### src/rtl/rv32i_pkg.sv
// rtl/rv32i_pkg.sv - shared RV32I widths, constants and fetch entry type
package rv32i_pkg;

   localparam int XLEN = 32;
   localparam logic [XLEN-1:0] NOP_INSTR     = 32'h0000_0013;
   localparam logic [XLEN-1:0] PC_INC        = 32'd4;
   localparam logic [XLEN-1:0] PC_ALIGN_MASK = 32'hFFFF_FFFC;

   typedef logic [XLEN-1:0] word_t;

   typedef struct packed {
      word_t pc;
      word_t instr;
   } fetch_entry_t;

endpackage

### src/rtl/fetch_fifo.sv
// rtl/fetch_fifo.sv - two-entry FIFO holding fetched {pc, instr} pairs
module fetch_fifo #(
   parameter int WIDTH = 64
) (
   input  logic             clk,
   input  logic             rst_n,
   input  logic             push,
   input  logic             pop,
   input  logic             flush,
   input  logic [WIDTH-1:0] wdata,
   output logic [WIDTH-1:0] rdata,
   output logic             full,
   output logic             empty,
   output logic [1:0]       count
);

   logic [WIDTH-1:0] mem_q [2];
   logic [WIDTH-1:0] mem_d [2];
   logic             wr_ptr_q, wr_ptr_d;
   logic             rd_ptr_q, rd_ptr_d;
   logic [1:0]       count_q, count_d;
   logic             do_push, do_pop;

   assign full  = (count_q == 2'd2);
   assign empty = (count_q == 2'd0);
   assign count = count_q;
   assign rdata = mem_q[rd_ptr_q];

   always_comb begin
      mem_d    = mem_q;
      wr_ptr_d = wr_ptr_q;
      rd_ptr_d = rd_ptr_q;
      count_d  = count_q;
      // A full FIFO still accepts a push when the head leaves in the same cycle.
      do_push  = push && (!full || pop);
      do_pop   = pop && !empty;
      if (flush) begin
         wr_ptr_d = 1'b0;
         rd_ptr_d = 1'b0;
         count_d  = 2'd0;
      end else begin
         if (do_push) begin
            mem_d[wr_ptr_q] = wdata;
            wr_ptr_d        = ~wr_ptr_q;
         end
         if (do_pop) begin
            rd_ptr_d = ~rd_ptr_q;
         end
         count_d = count_q + {1'b0, do_push} - {1'b0, do_pop};
      end
   end

   always_ff @(posedge clk or negedge rst_n) begin
      if (!rst_n) begin
         for (int i = 0; i < 2; i++) begin
            mem_q[i] <= '0;
         end
         wr_ptr_q <= 1'b0;
         rd_ptr_q <= 1'b0;
         count_q  <= 2'd0;
      end else begin
         mem_q    <= mem_d;
         wr_ptr_q <= wr_ptr_d;
         rd_ptr_q <= rd_ptr_d;
         count_q  <= count_d;
      end
   end

endmodule

### src/rtl/fetch_stage.sv
// rtl/fetch_stage.sv - credit-limited instruction fetch with redirect and stale-response discard
module fetch_stage
   import rv32i_pkg::*;
#(
   parameter logic [31:0] RESET_PC = 32'h0000_0000,
   parameter int          DEPTH    = 2
) (
   input  logic        clk,
   input  logic        rst,
   output logic        imem_req,
   output logic [31:0] imem_addr,
   input  logic        imem_gnt,
   input  logic        imem_rvalid,
   input  logic [31:0] imem_rdata,
   input  logic        redirect,
   input  logic [31:0] redirect_pc,
   output logic        id_valid,
   input  logic        id_ready,
   output logic [31:0] InstrD,
   output logic [31:0] PCD,
   output logic [31:0] PCPlus4D
);

   word_t        pc_q, pc_d;
   logic [1:0]   out_q, out_d;
   logic [1:0]   discard_q, discard_d;
   logic [1:0]   discard_after;
   // Issued PCs of granted-but-unanswered requests, matched to responses in order.
   word_t        ifq_q [2];
   word_t        ifq_d [2];
   logic         ifq_wr_q, ifq_wr_d;
   logic         ifq_rd_q, ifq_rd_d;

   logic         grant;
   logic [2:0]   used;
   logic         fifo_push, fifo_pop;
   logic         fifo_full, fifo_empty;
   logic [1:0]   fifo_count;
   fetch_entry_t push_entry;
   fetch_entry_t head;

   assign imem_addr = pc_q;

   always_comb begin
      used      = {1'b0, out_q} + {1'b0, fifo_count};
      imem_req  = rst && !redirect && !fifo_full && (used < 3'(DEPTH));
      grant     = imem_req && imem_gnt;

      pc_d      = pc_q;
      ifq_d     = ifq_q;
      ifq_wr_d  = ifq_wr_q;
      ifq_rd_d  = ifq_rd_q;

      if (redirect) begin
         pc_d = redirect_pc & PC_ALIGN_MASK;
      end else if (grant) begin
         pc_d = pc_q + PC_INC;
      end

      if (grant) begin
         ifq_d[ifq_wr_q] = pc_q;
         ifq_wr_d        = ~ifq_wr_q;
      end
      if (imem_rvalid) begin
         ifq_rd_d = ~ifq_rd_q;
      end

      out_d         = out_q + {1'b0, grant} - {1'b0, imem_rvalid};
      discard_after = (imem_rvalid && (discard_q != 2'd0)) ? discard_q - 2'd1 : discard_q;
      // Everything still in flight after a redirect is stale, whether or not it was already marked.
      discard_d     = redirect ? out_d : discard_after;

      fifo_push        = imem_rvalid && (discard_q == 2'd0) && !redirect;
      fifo_pop         = id_valid && id_ready && !redirect;
      push_entry.pc    = ifq_q[ifq_rd_q];
      push_entry.instr = imem_rdata;
   end

   always_ff @(posedge clk or negedge rst) begin
      if (!rst) begin
         pc_q      <= RESET_PC;
         out_q     <= 2'd0;
         discard_q <= 2'd0;
         for (int i = 0; i < 2; i++) begin
            ifq_q[i] <= '0;
         end
         ifq_wr_q  <= 1'b0;
         ifq_rd_q  <= 1'b0;
      end else begin
         pc_q      <= pc_d;
         out_q     <= out_d;
         discard_q <= discard_d;
         ifq_q     <= ifq_d;
         ifq_wr_q  <= ifq_wr_d;
         ifq_rd_q  <= ifq_rd_d;
      end
   end

   fetch_fifo #(
      .WIDTH (2 * XLEN)
   ) u_fifo (
      .clk   (clk),
      .rst_n (rst),
      .push  (fifo_push),
      .pop   (fifo_pop),
      .flush (redirect),
      .wdata (push_entry),
      .rdata (head),
      .full  (fifo_full),
      .empty (fifo_empty),
      .count (fifo_count)
   );

   always_comb begin
      id_valid = !fifo_empty;
      InstrD   = NOP_INSTR;
      PCD      = '0;
      PCPlus4D = '0;
      if (!fifo_empty) begin
         InstrD   = head.instr;
         PCD      = head.pc;
         PCPlus4D = head.pc + PC_INC;
      end
   end

endmodule

### config.mk
export PLATFORM = sky130hd
export DESIGN_NAME = fetch_stage
export DESIGN_NICKNAME = d
export VERILOG_FILES = /design/src/rtl/rv32i_pkg.sv /design/src/rtl/fetch_fifo.sv /design/src/rtl/fetch_stage.sv
export SDC_FILE = /design/constraint.sdc
export NUM_CORES = 1
export LEC_CHECK = 0
export BUFFER_PORTS_ARGS = -buffer_cell sky130_fd_sc_hd__buf_4
export CAP_MARGIN = 10
export CORE_MARGIN = 3
export CORE_UTILIZATION = 45
export CTS_CLUSTER_DIAMETER = 100
export CTS_CLUSTER_SIZE = 28
export DETAILED_ROUTE_END_ITERATION = 10
export PLACE_DENSITY = 0.66
export SYNTH_ARGS = -nofsm -noshare
export SYNTH_HDL_FRONTEND = slang
export SYNTH_SLANG_ARGS = --single-unit
### constraint.sdc
create_clock -name clk -period 7.7 [get_ports clk]
set_input_delay 0.385 -clock clk [delete_from_list [all_inputs] [get_ports clk]]
set_output_delay 0.385 -clock clk [all_outputs]
set_load 0.05 [all_outputs]
==> results of run 1 <==
-- power breakdown --
group	switching [uW]	internal (uW)	leakage, uW	total (uW)
combinational	1390	888	0.00298	2280
clock	387	348	0.000190	734
sequential	349	1620	0.00281	1970
total	2130	2850	0.00598	4980
-- synthesized netlist by cell type (all sizes together) (5+ instances only) --
master | n | area share, %
o311ai | 8 | 0.62
nand3b | 5 | 0.33
nor2 | 113 | 3.8
nand4 | 22 | 1.5
nand2 | 95 | 3.2
and3 | 8 | 0.44
nand4b | 8 | 0.89
xor2 | 10 | 0.78
and2 | 8 | 0.44
a22oi | 6 | 0.57
o211ai | 10 | 0.67
nor4 | 6 | 0.33
clkbuf | 32 | 1.1
nor3 | 15 | 0.67
mux2 | 124 | 12
nand3 | 32 | 1.5
mux2i | 89 | 7.9
ha | 7 | 0.78
dfrtp | 224 | 50
o21ai | 55 | 2.4
xnor2 | 19 | 1.5
o31a | 5 | 0.39
or3 | 6 | 0.33
buf | 40 | 2.1
inv | 10 | 0.33
a21oi | 40 | 1.9
-- metrics by stage --
stage	std cells	cell area (um^2)	power, uW
finish	1519	13300	4980
detailed placement	1502	12900	4280
global route	1519	13300	5320
floorplan	1050	11300	3630
global placement	1502	12900	4230
CTS	1519	13300	5020
-- worst min-delay path by stage --
stage | end | slack (ps) | depth (start not counted)
3_5_place_dp | u_fifo.mem_q[48] | 410 | 1
5_1_grt | ifq_rd_q | 90 | 2
3_3_place_gp | u_fifo.mem_q[48] | 410 | 1
4_1_cts | ifq_rd_q | 90 | 2
2_1_floorplan | discard_q[0] | 90 | 0
6_report | imem_addr[8] | 100 | 3
-- per-layer routing --
layer,vias up,wire length (um)
li1,4001,-
met1,4003,13300
met2,191,11300
met3,22,1320
met4,0,325
met5,-,0
-- layout make-up --
| class | count | area (um^2) | area share (%) |
|---|---|---|---|
| inverters | 10 | 37.5 | 0.283 |
| repair buffers | 201 | 1520 | 11.4 |
| multi-input cells | 744 | 5320 | 40.0 |
| clock inverters | 3 | 65.1 | 0.490 |
| flip-flops and latches | 224 | 5610 | 42.2 |
| clock buffers | 13 | 325 | 2.45 |
| well taps | 324 | 405 | 3.05 |
-- worst max-delay path, stage by stage (launching register included) --
cell and delay (ps):
dfrtp_4 1000, buf_4 630, nand4_2 240, a221oi_4 530
nand4_1 340, o31a_1 320, nor3_1 140, buf_4 240
-- flip-flops by register name (all words and copies together), names as in the netlist --
register         count
ifq_rd_q             1
u_fifo.count         2
ifq_wr_q             1
discard_q            2
imem_addr           30
u_fifo.wr_ptr_q      1
ifq_q               60
u_fifo.rd_ptr_q      1
out_q                2
u_fifo.mem_q       124
-- logic make-up after synthesis --
group,Yosys count,share of synthesized area [%]
AOI/OAI and AO/OA,154,8.92
xor gates and xnor gates,29,2.25
adders and majority gates,8,0.954
buffers and inverters,82,3.49
DFF,224,49.7
muxes,213,20.3
other,1,0.0332
and+or+nand+nor,334,14.4
==> PnR_summary.wiki, run 1 <==
{| class="wikitable"
! Metric !! Value
|-
| Worst setup slack for register-to-register paths || roughly 4300 ps
|-
| Fill count || 2201
|-
| Accumulated negative setup slack || 0 ps
|-
| Netlist area before placement || 11300 um^2
|-
| Crit end category || output port
|-
| Clock slew seen by the registers of the worst setup and hold paths || between 100 and 150 ps
|-
| Row cnt || 57
|-
| WL/cell || 17.3 um
|-
| Layout overhead on the synthesized area || 17.7%
|-
| Area of the core || ~24000 um^2
|-
| Setup repair after global routing missed its margin || no
|-
| DIE AREA || 27000 um^2
|-
| Total track usage || 19.5%
|-
| Count of different cell masters after synthesis || 61
|-
| Tightest Pin Transition || approximately 1000 ps
|-
| Maximum Capacitance Violations || 0
|-
| Clock tree root driver cell || clkbuf_16
|-
| Startpoint of the worst hold path || redirect_pc[8]
|-
| Origin of the worst setup path || u_fifo.rd_ptr_q
|-
| Number of iterations in the first detailed-routing pass || 7
|-
| Hold crit path type || in -> reg
|-
| Utilization after layout || between 50% and 60%
|-
| Total number of clock tree sinks || about 220
|-
| Post-detailed-route via-to-cell ratio || around 5.4
|-
| Number of global-route vias before repair || 7960
|-
| Number of levels the H-tree was split into || 1
|-
| Number of buffers created by CTS || 12
|-
| Number of placed I/O pins || 200
|-
| Sequential area share after synthesis || between 40 and 50%
|-
| Required @ worst endpoint || approximately 7300 ps
|-
| EDFF count, synth || 0
|-
| Worst clock skew on the final layout || 25.3 ps
|-
| Leading cell type in the layout, fill and taps excluded || dfrtp_1
|-
| Arr. time, crit path || about 4000 ps
|-
| Total gr overflow || 0
|-
| Number of synthesized register bits || 224
|-
| Worst-Skew Late Latency || between 400 and 500 ps
|-
| Flip-flop cell with the highest count after synthesis || dfrtp_1
|-
| Die boundary width || ~160 um
|-
| Worst reg2reg path startpoint || u_fifo.count[0]
|-
| Mean instance size in the synthesized netlist || between 10 and 15 um^2
|-
| Nets || 1271
|-
| GPL Wtd Cong || roughly 0.82
|-
| Static Leakage || between 0.005 and 0.006 uW
|-
| Final Worst Setup Slack || approximately 3400 ps
|-
| Number of warnings printed during yosys synthesis || 0
|-
| First-pass GRT wire length || between 40000 and 50000 um
|-
| Final setup vio count || 0
|-
| Via count || slightly above 8000
|-
| Type of the setup path with the least slack || reg -> out
|-
| Pwr dens || roughly 380 nW/um^2
|-
| Post-CTS sizing || 0
|-
| Hold buffer count at cts || 1
|-
| DP HPWL || between 15000 and 20000 um
|-
| Met3 routing resource usage after global routing || under 10%
|-
| Max-slew violation count || 0
|-
| Post-route ant nets || 0
|-
| Effective utilization at floorplan || 46.1%
|-
| Number of cells on the worst reg-to-reg path || 13
|-
| Worst setup path end || PCPlus4D[28]
|-
| Port Buffer Count || approximately 190
|-
| Met1 routing resource usage after global routing || around 30%
|-
| Post-CTS Setup Repair Bufs || 0
|-
| Gr busiest metal || met1
|-
| Time the worst path needs with I/O delays and setup || around 4300 ps
|-
| Critical Path Fanout Max || 56
|-
| Portion of the clock cycle consumed by the worst path in the final layout || between 50% and 60%
|-
| Status || complete, no violations
|-
| Relative slew slack || a little under a third
|-
| Startpoint Class || register
|-
| Final wirelength || around 26000 um
|-
| Count of inserted antenna diode cells || 0
|-
| Maximum number of pins on one net before global-route repair || 93
|-
| Iter 0 DRT Violations || just over 400
|-
| Fraction of final layout cells sized beyond drive strength 1 || ~30%
|-
| Height of the chip || 164 um
|-
| DP Worst Slack || roughly 3900 ps
|-
| Antenna violations before repair || 0
|-
| Worst hold margin || roughly 100 ps
|-
| Most frequent cells in the layout || 223 x dfrtp_1, 199 x buf_4, 124 x mux2_2
|-
| Total count of hold-check failures in the final report || 0
|-
| Highest achievable clock rate || around 230 MHz
|-
| Async S/R FF share, synth || 100%
|-
| Endpoint of the lowest-slack register-to-register path || discard_q[1]
|-
| Cells after Synth || 1045
|-
| Detailed-route DRC error count || 0
|-
| Met2 track utilization from global routing || between 20 and 30%
|-
| TritonCTS clock tree || yes
|-
| Worst supply voltage drop on vdd || around 0.17 mV
|-
| Maximum root-to-sink buffer count || 3
|}
Note: power is estimated with default switching activity, not from simulation.
==> run 2, diff against run 1 <==
Settings changed: PLACE_DENSITY 0.66 to 0.69.
Clock period 7.7 ns to 3.7 ns, I/O delays scaled along.
==> run 2 against run 1 <==
Against the previous run:
- wire length increased by 2.5%
- critical path depth decreased by 1
- global-route usage increased by 0.30 points
- final cell count increased by 4.1%
- utilization increased by 2.5 points
- setup slack got worse by 3000 ps
- register-to-register slack got worse by 3600 ps
- via count increased by 3.7%
==> PnR_summary.wiki, run 2 (synthesis results as in run 1) <==
{| class="wikitable"
! Metric !! Value
|-
| Status || complete, no violations
|-
| Portion of the clock cycle consumed by the worst path in the final layout || just over 90%
|-
| Crit-path max cell delay || 780 ps
|-
| Effective utilization at floorplan || a little under half
|-
| DP Worst Slack || 740 ps
|-
| Flip-flop count of the largest register, all copies and words added || roughly 120
|-
| Highest achievable clock rate || 298 MHz
|-
| Met1 routing resource usage after global routing || between 20% and 30%
|-
| Accumulated negative setup slack || 0 ps
|-
| Switching share of power || 42.9%
|-
| DIE AREA || around 27000 um^2
|-
| Number of cells on the worst reg-to-reg path || 13
|-
| Total number of clock tree sinks || 224
|-
| Setup repair after global routing missed its margin || no
|-
| Number of buffers created by CTS || 12
|-
| Worst reg2reg path startpoint || u_fifo.count[0]
|-
| Antenna violations before repair || 0
|-
| DP HPWL || between 15000 and 20000 um
|-
| Crit end category || output port
|-
| Detailed-route DRC error count || 0
|-
| Most frequent cells in the layout || 223 x dfrtp_1, 199 x buf_4, 124 x mux2_2
|-
| Clock slew seen by the registers of the worst setup and hold paths || roughly 110 ps
|-
| Worst setup path end || PCPlus4D[28]
|-
| Time the worst path needs with I/O delays and setup || approximately 3400 ps
|-
| Worst clock skew on the final layout || roughly 20 ps
|-
| Post-route ant nets || 0
|-
| Height of the chip || between 150 and 200 um
|-
| Maximum Capacitance Violations || 0
|-
| Worst supply voltage drop on vdd || ~0.33 mV
|-
| Gr busiest metal || met2
|-
| Static Leakage || 0.00625 uW
|-
| Type of the setup path with the least slack || reg -> out
|-
| Part of the power in combinational logic || a little under half
|-
| Final setup vio count || 0
|-
| Hold crit path type || in -> reg
|-
| Met3 routing resource usage after global routing || around 2.8%
|-
| Sequential share of power || 39.2%
|-
| Startpoint Class || register
|-
| Cell at the slowest stage of the critical path || dfrtp_4
|-
| Leading cell type in the layout, fill and taps excluded || dfrtp_1
|-
| Worst-Skew Late Latency || between 400 and 500 ps
|-
| Fraction of final layout cells sized beyond drive strength 1 || 28.6%
|-
| Tightest Pin Transition || 1030 ps
|-
| Worst setup slack for register-to-register paths || ~700 ps
|-
| GPL Wtd Cong || just over 0.8
|-
| Relative slew slack || between 30 and 40%
|-
| Count of inserted antenna diode cells || 0
|-
| Maximum number of pins on one net before global-route repair || 173
|-
| Max-slew violation count || 0
|-
| Pwr dens || between 700 and 800 nW/um^2
|-
| Endpoint of the lowest-slack register-to-register path || discard_q[1]
|-
| Cells along the critical path || mux2i_1 -> a221oi_4 -> nand4_1 -> o31a_1 -> nor3_1 -> buf_4
|-
| Required @ worst endpoint || 3510 ps
|-
| Part of the power in the clock network || 14.0%
|-
| Arr. time, crit path || 3170 ps
|-
| WL/cell || 17.1 um
|-
| Total count of hold-check failures in the final report || 0
|-
| Via count || roughly 8500
|-
| Iter 0 DRT Violations || around 600
|-
| Post-detailed-route via-to-cell ratio || roughly 5.4
|-
| Number of global-route vias before repair || 8370
|-
| Clock tree root driver cell || clkbuf_16
|-
| Number of levels the H-tree was split into || 1
|-
| Number of placed I/O pins || 200
|-
| Area of the core || ~24000 um^2
|-
| Origin of the worst setup path || u_fifo.rd_ptr_q
|-
| Nets || ~1300
|-
| First-pass GRT wire length || around 44000 um
|-
| TritonCTS clock tree || yes
|-
| Layout overhead on the synthesized area || 23.2%
|-
| Met2 track utilization from global routing || about a third
|-
| Maximum root-to-sink buffer count || 3
|-
| Utilization after layout || 56.8%
|-
| Die boundary width || around 160 um
|-
| Final wirelength || ~27000 um
|-
| Power Internal || between 5000 and 6000 uW
|-
| Number of iterations in the first detailed-routing pass || 4
|-
| Critical Path Fanout Max || 41
|-
| Row cnt || 57
|-
| Biggest register || u_fifo.mem_q
|-
| Post-CTS Setup Repair Bufs || 0
|-
| Port Buffer Count || approximately 190
|-
| Total gr overflow || 0
|-
| Final Worst Setup Slack || between 300 and 400 ps
|-
| Total track usage || between 10% and 20%
|-
| Power spent charging and discharging nets || around 4500 uW
|}
run 2: cell types whose count changed in the layout (fill, tap and decap cells not counted), sizes merged:
| cell | change |
|---|---|
| buf | +2 |
| bufinv | -1 |
| clkbuf | +1 |
| clkinv | -2 |
| dlygate4sd3 | +60 |
| inv | +2 |
run 2: power groups by stage:
| stage | clock [uW] | combinational [uW] | sequential [uW] |
|---|---|---|---|
| finish | 1450 | 4850 | 4070 |
| floorplan | 0 | 3560 | 4010 |
| CTS | 1520 | 4880 | 4060 |
| global placement | 0 | 4730 | 4070 |
| detailed placement | 0 | 4820 | 4120 |
| global route | 1600 | 5260 | 4210 |
run 2: cell type report:
| cell class | count | area (um^2) |
|---|---|---|
| Clock buffer | 14 | 329 |
| Clock inverter | 2 | 31.3 |
| Fill cell | 2110 | 10600 |
| Inverter | 10 | 37.5 |
| Multi-Input combinational cell | 744 | 5320 |
| Sequential cell | 224 | 5610 |
| Tap cell | 324 | 405 |
| Timing Repair Buffer | 263 | 2160 |
run 2: worst min path at each step:
stage                                from                to  slack, ps  cells past startpoint
final                     redirect_pc[23]     imem_addr[23]         20                      4
after global routing      redirect_pc[23]     imem_addr[23]         30                      4
after CTS                 redirect_pc[23]     imem_addr[23]          1                      4
after detailed placement              rst  u_fifo.mem_q[63]        140                      1
after global placement                rst  u_fifo.mem_q[63]        130                      1
after floorplan                       rst      discard_q[0]       -110                      0
run 2: per-stage QoR:
stage,area [um^2],std cells,hold WS (ps),power [uW]
final,13900,1581,24.1,10400
after global routing,13900,1581,31.8,11100
after CTS,13900,1581,1.12,10500
after detailed placement,12900,1504,143,8940
after global placement,12900,1504,134,8800
after floorplan,11300,1050,-111,7560
run 2: repair_timing:
| item | CTS | global route |
|---|---|---|
| setup endpoints to repair | 0 | 0 |
| gates resized for setup | 0 | 0 |
| endpoints found under the hold margin | 144 | 0 |
| hold buffers | 61 | 0 |
run 2: metal layers:
layer	vias to the layer above	wire length (um)
li1	4122	-
met4	0	352
met2	216	12000
met1	4156	13000
met3	23	1600
met5	-	0
run 2: critical path, delay by kind of cell, from the launching register on:
family | cells | cell delay [ps]
AO/OA/AOI/OAI | 2 | 790
flip-flops | 1 | 780
multiplexers | 1 | 380
buffers and inverters | 1 | 230
AND/OR/NAND/NOR | 2 | 470
